==> config.mk <==
export PLATFORM = sky130hd
export DESIGN_NAME = audio_sample_sequencer
export DESIGN_NICKNAME = d
export VERILOG_FILES = /design/src/rtl/audio_sample_sequencer.sv
export SDC_FILE = /design/constraint.sdc
export NUM_CORES = 1
export LEC_CHECK = 0
export ABC_AREA = 1
export CAP_MARGIN = 20
export CORE_ASPECT_RATIO = 1.2
export CORE_MARGIN = 2
export CORE_UTILIZATION = 30
export DETAILED_ROUTE_END_ITERATION = 12
export GPL_TIMING_DRIVEN = 0
export HOLD_SLACK_MARGIN = 0.06
export SLEW_MARGIN = 30
export SYNTH_ARGS = -nofsm -noshare
export SYNTH_HDL_FRONTEND = slang
export SYNTH_SLANG_ARGS = --single-unit
==> constraint.sdc <==
create_clock -name CLOCK_50 -period 2.03 [get_ports CLOCK_50]
set_input_delay 0.609 -clock CLOCK_50 [delete_from_list [all_inputs] [get_ports CLOCK_50]]
set_output_delay 0.609 -clock CLOCK_50 [all_outputs]
set_load 0.005 [all_outputs]
==> src/rtl/audio_sample_sequencer.sv <==
// Per-sample scheduler: ADC pop -> noise -> FIR (+latency) -> DAC push, with write timeout.
// Define SEQ_DROP_STATS_EN to build the saturating drop counter; otherwise drop_cnt is tied to 0.
module audio_sample_sequencer #(
    parameter int unsigned FIR_LAT    = 2,
    parameter int unsigned WR_TIMEOUT = 1024,
    parameter int unsigned DROP_W     = 8
) (
    input  logic              CLOCK_50,
    input  logic              resetn,
    input  logic              read_ready,
    input  logic              write_ready,
    input  logic              noise_on,
    input  logic              filter_on,
    output logic              read,
    output logic              capture,
    output logic              noise_ena,
    output logic              filter_ena,
    output logic              write,
    output logic              busy,
    output logic [DROP_W-1:0] drop_cnt
);

    localparam logic [3:0]  LAT_INIT = 4'(FIR_LAT);
    localparam logic [15:0] TO_LAST  = 16'(WR_TIMEOUT - 1);

    typedef enum logic [2:0] {StIdle, StRd, StNz, StFl, StFw, StWw, StWr} state_e;

    state_e      r_state, w_state_next;
    logic        r_mode_filter, w_mode_filter_next;
    logic [3:0]  r_lat_cnt, w_lat_cnt_next;
    logic [15:0] r_to_cnt, w_to_cnt_next;
    logic        r_read, r_capture, r_noise_ena, r_filter_ena, r_write, r_busy;

    // The noise choice is consumed in RD itself; only the filter choice is needed later.
    always_comb begin
        w_state_next       = r_state;
        w_mode_filter_next = r_mode_filter;
        w_lat_cnt_next     = r_lat_cnt;
        w_to_cnt_next      = '0;
        unique case (r_state)
            StIdle: if (read_ready) w_state_next = StRd;
            StRd: begin
                w_mode_filter_next = filter_on;
                if (noise_on)       w_state_next = StNz;
                else if (filter_on) w_state_next = StFl;
                else                w_state_next = StWw;
            end
            StNz: w_state_next = r_mode_filter ? StFl : StWw;
            StFl: begin
                w_lat_cnt_next = LAT_INIT;
                w_state_next   = (LAT_INIT != 4'd0) ? StFw : StWw;
            end
            StFw: begin
                w_lat_cnt_next = r_lat_cnt - 4'd1;
                if (r_lat_cnt <= 4'd1) w_state_next = StWw;
            end
            StWw: begin
                if (write_ready)              w_state_next = StWr;
                else if (r_to_cnt == TO_LAST) w_state_next = StIdle;
                else                          w_to_cnt_next = r_to_cnt + 16'd1;
            end
            StWr:    w_state_next = StIdle;
            default: w_state_next = StIdle;
        endcase
    end

    // Strobes are decoded from the next state so they line up with the state they belong to.
    always_ff @(posedge CLOCK_50 or negedge resetn) begin
        if (!resetn) begin
            r_state       <= StIdle;
            r_mode_filter <= 1'b0;
            r_lat_cnt     <= '0;
            r_to_cnt      <= '0;
            r_read        <= 1'b0;
            r_capture     <= 1'b0;
            r_noise_ena   <= 1'b0;
            r_filter_ena  <= 1'b0;
            r_write       <= 1'b0;
            r_busy        <= 1'b0;
        end else begin
            r_state       <= w_state_next;
            r_mode_filter <= w_mode_filter_next;
            r_lat_cnt     <= w_lat_cnt_next;
            r_to_cnt      <= w_to_cnt_next;
            r_read        <= (w_state_next == StRd);
            r_capture     <= (w_state_next == StRd);
            r_noise_ena   <= (w_state_next == StNz);
            r_filter_ena  <= (w_state_next == StFl);
            r_write       <= (w_state_next == StWr);
            r_busy        <= (w_state_next != StIdle);
        end
    end

    assign read       = r_read;
    assign capture    = r_capture;
    assign noise_ena  = r_noise_ena;
    assign filter_ena = r_filter_ena;
    assign write      = r_write;
    assign busy       = r_busy;

`ifdef SEQ_DROP_STATS_EN
    logic [DROP_W-1:0] r_drop_cnt;
    logic              w_drop;

    // A write_ready arriving in the timeout cycle wins, so it is excluded here.
    assign w_drop = (r_state == StWw) && !write_ready && (r_to_cnt == TO_LAST);

    always_ff @(posedge CLOCK_50 or negedge resetn) begin
        if (!resetn) begin
            r_drop_cnt <= '0;
        end else if (w_drop && (r_drop_cnt != '1)) begin
            r_drop_cnt <= r_drop_cnt + DROP_W'(1);
        end
    end

    assign drop_cnt = r_drop_cnt;
`else
    assign drop_cnt = '0;
`endif

endmodule

## Word-level counts from Yosys, hierarchy flattened

Index checks and enable logic that the tools add are counted.

- Order comparisons: 1
- Eq/ne operators: 10
- Mux-type cells: 12
- Add/subtract/negate cells: 2
- Reductions and logical operators: 3

Operators with widths:

| kind | count |
|---|---|
| $mux 16 | 3 |
| $mux 3 | 7 |
| $pmux 3 s6 | 1 |
| $add 16x1->16 const B | 1 |
| $eq 16x10->1 const B | 1 |
| $eq 3x2->1 const B | 4 |
| $eq 3x3->1 const B | 3 |
| $pmux 4 s2 | 1 |
| $eq 3x1->1 const B | 2 |
| $le 4x1->1 const B | 1 |
| $sub 4x1->4 const B | 1 |
| $logic_not 3->1 | 1 |
| $reduce_bool 3->1 | 1 |
| $reduce_bool 2->1 | 1 |

- Word-level logic and storage cells: 37
- Output and inout port bits: 14
- Flip-flop bits (word level): 29
- Input bits: 6

## Longest topological paths before layout

Gate-level depths: netlist of run 1.

- Word-level depth: 5
- Mapped depth: 10
- Gate-level depth less buffers: 10

## Least setup slack after synthesis of run 1

Ideal clock, no wire load.

- Path type: register to register
- From: reg r_to_cnt[0]
- To: reg r_to_cnt[10]
- Data required time: 1942 ps
- Path slack: 653 ps
- Data arrival time: 1289 ps
- Buffers on the path: 1
- Library setup time: 88 ps
- Stages on the path, launching flop included: 10
- Period minus slack after synthesis: 1377 ps
- Cell sequence: dfrtp_1 ha_1 nand2_1 nor2_4 nand2_4 clkinv_2 nand2_2 nand2_4 buf_6 nor3b_1

- Cells in the longest elaborated chain, start to end: 4
- Elaborated cells on any way between the ends: 5
- Those cells by class: add/sub: 1; eq/ne: 1; mux: 3

Ends and longest elaborated chain:

| element | RTL line | RTL |
|---|---|---|
| from (decl) | 31 | `logic [15:0] r_to_cnt, w_to_cnt_next;` |
| from (signal assigned) | 84 | `r_to_cnt <= w_to_cnt_next;` |
| $add 16x1->16 or $eq 16x10->1 (tied branches) | 60, 59 |  |
| $mux 16 * | 59 | `else if (r_to_cnt == TO_LAST) w_state_next = StIdle;` |
| $mux 16 * | 58 | `if (write_ready) w_state_next = StWr;` |
| $mux 16 * | 40 | `unique case (r_state)` |
| via w_to_cnt_next[10] | 31 |  |

Mark *: on every way through the listed nets, which the timed path passes. The rest lies on a longest branch.
A chain may end at the register's enable or synchronous reset.

==> results of run 1 <==
-- worst min path at each step --
stage | to | slack (ps) | from
finish | r_state[1]$_DFF_PN0_ | 350 | resetn
global route | r_state[0]$_DFF_PN0_ | 410 | resetn
detailed placement | r_lat_cnt[3]$_DFFE_PN0P_ | 460 | r_lat_cnt[3]$_DFFE_PN0P_
CTS | r_state[1]$_DFF_PN0_ | 370 | resetn
global placement | r_to_cnt[0]$_DFF_PN0_ | 450 | r_to_cnt[0]$_DFF_PN0_
floorplan | busy$_DFF_PN0_ | 310 | resetn
-- cells by family (layout without fill, tap and decap cells) --
family                     count (synthesis)  count (layout)  share of synthesized area (%)
buffers and inverters                     39              58                           11.9
and+or+nand+nor                          117             117                           33.7
DFF                                       29              29                           44.7
xor gates and xnor gates                   3               3                           1.62
adders and majority gates                  3               3                           2.31
other                                      1               8                          0.231
AOI/OAI and AO/OA                         15              15                           5.55
-- metal layers --
layer / vias up / track usage [%]
li1: 691 / -
met1: 600 / 12.8
met4: 0 / 5.15
met3: 7 / 3.00
met5: - / 0
met2: 22 / 21.4
-- through the flow --
stage	util, %	hold slack [ps]
floorplan	-	313
global placement	34.9	445
detailed placement	34.8	461
CTS	37.1	375
global route	37.1	409
finish	37.1	354
-- area by class of cell --
class | instances | area (µm²) | share of cell area, %
repair buffers | 11 | 105 | 5.38
clock buffers | 6 | 82.6 | 4.23
clock inverters | 2 | 37.5 | 1.92
well taps | 62 | 77.6 | 3.97
plain buffers | 11 | 86.3 | 4.42
flip-flops and latches | 29 | 726 | 37.2
multi-input cells | 146 | 731 | 37.4
inverters | 28 | 106 | 5.45
-- critical path, stage by stage, from the launching register on --
cell and delay, ps:
dfrtp_1 380, buf_4 130, clkdlybuf4s50_1 430
-- registers in the layout, indices dropped and copies added (netlist names) --
signal         cells
filter_ena         1
noise_ena          1
capture            1
write              1
busy               1
r_mode_filter      1
r_to_cnt          16
r_lat_cnt          4
r_state            3
-- cell usage after synthesis (all sizes together) --
library cell,count,share of area (%)
o211a,1,0.62
conb,1,0.23
o211ai,2,0.92
nor2,44,11
o22ai,1,0.39
nor3,6,1.9
dfrtp,29,45
nand2,39,11
nand4,6,2.3
xnor2,3,1.6
a21oi,5,1.5
ha,3,2.3
o21ai,4,1.2
buf,11,5.3
clkinv,1,0.31
nor3b,3,1.4
inv,27,6.2
a31oi,1,0.39
nand3,17,5.6
o21bai,1,0.46
and2,2,0.77
-- report_power, final --
part | leakage (nW) | switching, mW | internal (mW)
registers | 0.386 | 0.0797 | 0.701
clock network | 0.0574 | 0.227 | 0.399
logic | 0.468 | 0.371 | 0.308
total | 0.911 | 0.678 | 1.41
==> results.toml, run 1 <==
[outcome]
status = "completed"

[route]
m1WireLength_um = 1270
postRouteAntennaNets = 0
vias_per_cell = 4.47
wl_met2_um = 1700
vias = 1320
drt_iter0_drc = 38
top_layer_used = "met4"
drt_drc_violations_left = 0
drt_wl_total_um = 3150
wl_per_cell_um = 10.7
dr_wl_met3_um = 111
dr.pass1.iters = 4

[setup_path]
r2r-end = "busy$_DFF_PN0_"
criticalPathCategory = "flip-flop to output pin"
cp-startpoint = "capture$_DFF_PN0_"
required_ps = 1420
critical_path.endpoint = "read"
crit_fanout = 2
critPathCaptureType = "output pin"
setup.worst_path.start_class = "flip-flop"
r2r_setup_slack_ps = 490
reg2reg_depth = 8
arrival_ps = 1210
rr_startpoint = "r_lat_cnt[0]$_DFFE_PN0P_"

[finish]
layout.nets = 241
instances_no_fill = 295
diodes = 0
nFillCells = 543
design_area_um2 = 1950
final_cell_mix = "41 x nor2_1, 33 x nand2_1, 29 x dfrtp_1"
drive_above_1_share_pct = 14.2
area_growth_pct = 20.3
final_common_cell = "nor2_1"

[clock_tree]
h-tree-depth = 2
clk_pin_slew_worst_paths_ps = 60
cts_setup_buffers = 0
cts_buffer_depth = 2
cts_sinks = 29
root_buffer = "clkbuf_8"
ctsHoldBuffers = 0
insertion_delay_ps = 280
cts_resized = 0
cts_tree = "yes"
cts_buffers = 5

[sta]
setup_ws_ps = 207
worst_pin_slew_ps = 656
relSlewSlack_pct = 56.3
setup-tns-final_ps = 0
hold_viol = 0
grt_setup_unrepaired = "false"
fmax_mhz = 549
finalSetupViolations = 0
period_share_pct = 89.8
drv_slew = 0
fin_skew_ps = 4.88
finalCriticalPeriod_ps = 1820

[min_path]
hold_class = "input pin to async pin"

[yosys]
ys_types = 28
ys_seq_area_share_pct = 44.7
syn_inst = 207
netlist_area_um2 = 1620
yosys_warnings = 0
avgSynthCellArea_um2 = 7.84
ys_ff_latch = 29

[placed_design]
dp_cells = 287
globalplace.congestion = 0.792
place_ws_ps = 217
dpl_cell_area_um2 = 1830
place_hpwl_um = 2420
io_buffers = 11

[floorplan]
dieWidth_um = 71.1
core_um2 = 5260
die-area_um2 = 6020
io_pins = 20
rows = 29
die_y_um = 84.6
initial_core_util_pct = 30.8

[job]
max_cap_viol_count = 0

[power]
p_total_mw = 2.09
p_leak_nw = 0.911
vdd_drop_max_v = 0.000634
power_density_nw_per_um2 = 1070

[global_route]
grt_pass1_vias = 1303
grt_usage_pct = 11.8
grt_start_max_net_pins = 30
antenna_found_initial = 0
grt_overflow = 0
grt_pass1_wl_um = 5600
Note: power is estimated with default switching activity, not from simulation.
==> run 2: changes to the inputs <==
==> constraint.sdc (replaced) <==
create_clock -name CLOCK_50 -period 2.03 [get_ports CLOCK_50]
set_input_delay 0.406 -clock CLOCK_50 [delete_from_list [all_inputs] [get_ports CLOCK_50]]
set_output_delay 0.406 -clock CLOCK_50 [all_outputs]
set_load 0.005 [all_outputs]
==> results of run 2 <==
Same layout as run 1 (identical final DEF). Status: completed.
Among the figures that moved: setup slack after placement 217 ps -> 420 ps; setup slack after layout 207 ps -> 410 ps; hold slack 354 ps -> 151 ps
==> run 3: changes to the inputs <==
==> constraint.sdc (replaced) <==
create_clock -name CLOCK_50 -period 1.6 [get_ports CLOCK_50]
set_input_delay 0.32 -clock CLOCK_50 [delete_from_list [all_inputs] [get_ports CLOCK_50]]
set_output_delay 0.32 -clock CLOCK_50 [all_outputs]
set_load 0.005 [all_outputs]
==> results.toml, run 3 (synthesized netlist as in run 1, its figures left out) <==
[route]
vias_per_cell = 4.48
wl_per_cell_um = 10.7
drt_wl_total_um = 3170
drt_drc_violations_left = 0
dr.pass1.iters = 4
postRouteAntennaNets = 0
vias = 1323
drt_iter0_drc = 42

[finish]
area_growth_pct = 21.0
largest_reg_flops = 16
nFillCells = 546
layout.nets = 241
top_register = "r_to_cnt"
diodes = 0
drive_above_1_share_pct = 15.9
final_common_cell = "nor2_1"
final_cell_mix = "40 x nor2_1, 32 x nand2_1, 29 x dfrtp_1"
top_regs = "r_to_cnt x16, r_lat_cnt x4, r_state x3"
design_area_um2 = 1960

[sta]
fin_skew_ps = 4.35
grt_setup_unrepaired = "false"
period_share_pct = 96.1
relSlewSlack_pct = 56.1
drv_slew = 0
setup-tns-final_ps = 0
finalCriticalPeriod_ps = 1540
hold_viol = 0
worst_pin_slew_ps = 659
finalSetupViolations = 0
fmax_mhz = 651

[floorplan]
die-area_um2 = 6020
die_y_um = 84.6
io_pins = 20
rows = 29
dieWidth_um = 71.1
initial_core_util_pct = 30.8
core_um2 = 5260

[clock_tree]
cts_buffer_depth = 2
clk_pin_slew_worst_paths_ps = 60
cts_setup_buffers = 0
cts_resized = 0
cts_buffers = 5
root_buffer = "clkbuf_8"
cts_tree = "yes"
insertion_delay_ps = 280
ctsHoldBuffers = 0
h-tree-depth = 2
cts_sinks = 29

[power]
p_leak_nw = 0.911
combPwrFrac_pct = 32.9
power_density_nw_per_um2 = 1360
vdd_drop_max_v = 0.000805
sw_frac_of_total_pct = 32.7
pwr-share-seq_pct = 37.2
switchingPower_mw = 0.873
p_int_mw = 1.79
power_frac_clock_pct = 29.9

[min_path]
hold_class = "input pin to async pin"

[setup_path]
cpMaxStageDelayCell = "clkdlybuf4s50_1"
required_ps = 1280
crit_fanout = 2
critPathMaxStageDelay_ps = 430
critPathCaptureType = "output pin"
cp_cell_sequence = "buf_4 -> clkdlybuf4s50_1"
criticalPathCategory = "flip-flop to output pin"
arrival_ps = 1220
setup.worst_path.start_class = "flip-flop"

[global_route]
grt_pass1_wl_um = 5600
antenna_found_initial = 0
grt_pass1_vias = 1303
grt_usage_pct = 11.8
grt_start_max_net_pins = 30
grt_overflow = 0

[placed_design]
io_buffers = 11
dpl_cell_area_um2 = 1830
globalplace.congestion = 0.792
place_hpwl_um = 2420

[job]
max_cap_viol_count = 0

[outcome]
status = "completed"
==> run 3: cell counts in the layout (fill, tap and decap cells not counted) <==
Identical to the previous run, type by type.
==> run 3: power groups by stage <==
stage | clock [mW] | combinational, mW | sequential [mW]
4_1_cts | 0.811 | 0.880 | 0.992
5_1_grt | 0.846 | 1.01 | 1.01
3_5_place_dp | 0 | 0.874 | 1.00
2_1_floorplan | 0 | 0.578 | 0.993
6_report | 0.797 | 0.878 | 0.992
3_3_place_gp | 0 | 0.854 | 1.00
==> run 3: layer usage <==
metal	GRT usage (%)	wire length [µm]
met1	12.8	1270
met2	21.4	1720
met3	3.00	114
met4	5.15	63
met5	0	0
==> run 3: final cells by class <==
cell class              instances  area, µm²  share of cell area, %
plain buffers                  11       86.3                   4.39
flip-flops and latches         29        726                   36.9
inverters                      28        106                   5.41
repair buffers                 11        105                   5.35
clock inverters                 2       37.5                   1.91
clock buffers                   6       82.6                   4.20
well taps                      62       77.6                   3.95
multi-input cells             146        743                   37.8
==> run 3: final timing paths <==
| check | start | endpoint | slack [ps] | cells after the start |
|---|---|---|---|---|
| max | capture$_DFF_PN0_ | read | 60 | 2 |
| min | resetn | r_state[1]$_DFF_PN0_ | 70 | 1 |
| max reg2reg | r_to_cnt[0]$_DFF_PN0_ | r_to_cnt[10]$_DFF_PN0_ | 130 | 9 |
| min reg2reg | r_lat_cnt[3]$_DFFE_PN0P_ | r_lat_cnt[3]$_DFFE_PN0P_ | 470 | 1 |
| max in group asynchronous | resetn | r_to_cnt[4]$_DFF_PN0_ | 1110 | 1 |
| min in group CLOCK_50 | r_lat_cnt[3]$_DFFE_PN0P_ | r_lat_cnt[3]$_DFFE_PN0P_ | 470 | 1 |
==> run 3: worst max-delay path, delay by kind of cell, from the launching register on <==
family   cells  cell delay (ps)
flops        1              380
buf+inv      2              560
==> run 3: through the flow <==
stage	utilization [%]	hold slack [ps]	instances	setup slack (ps)	power, mW
after floorplan	-	24.4	214	223	1.57
after global placement	34.9	445	287	-324	1.86
after detailed placement	34.8	394	287	63.9	1.88
after CTS	37.1	85.8	295	45.3	2.68
after global routing	37.3	120	295	5.67	2.86
final	37.3	65.9	295	62.8	2.67
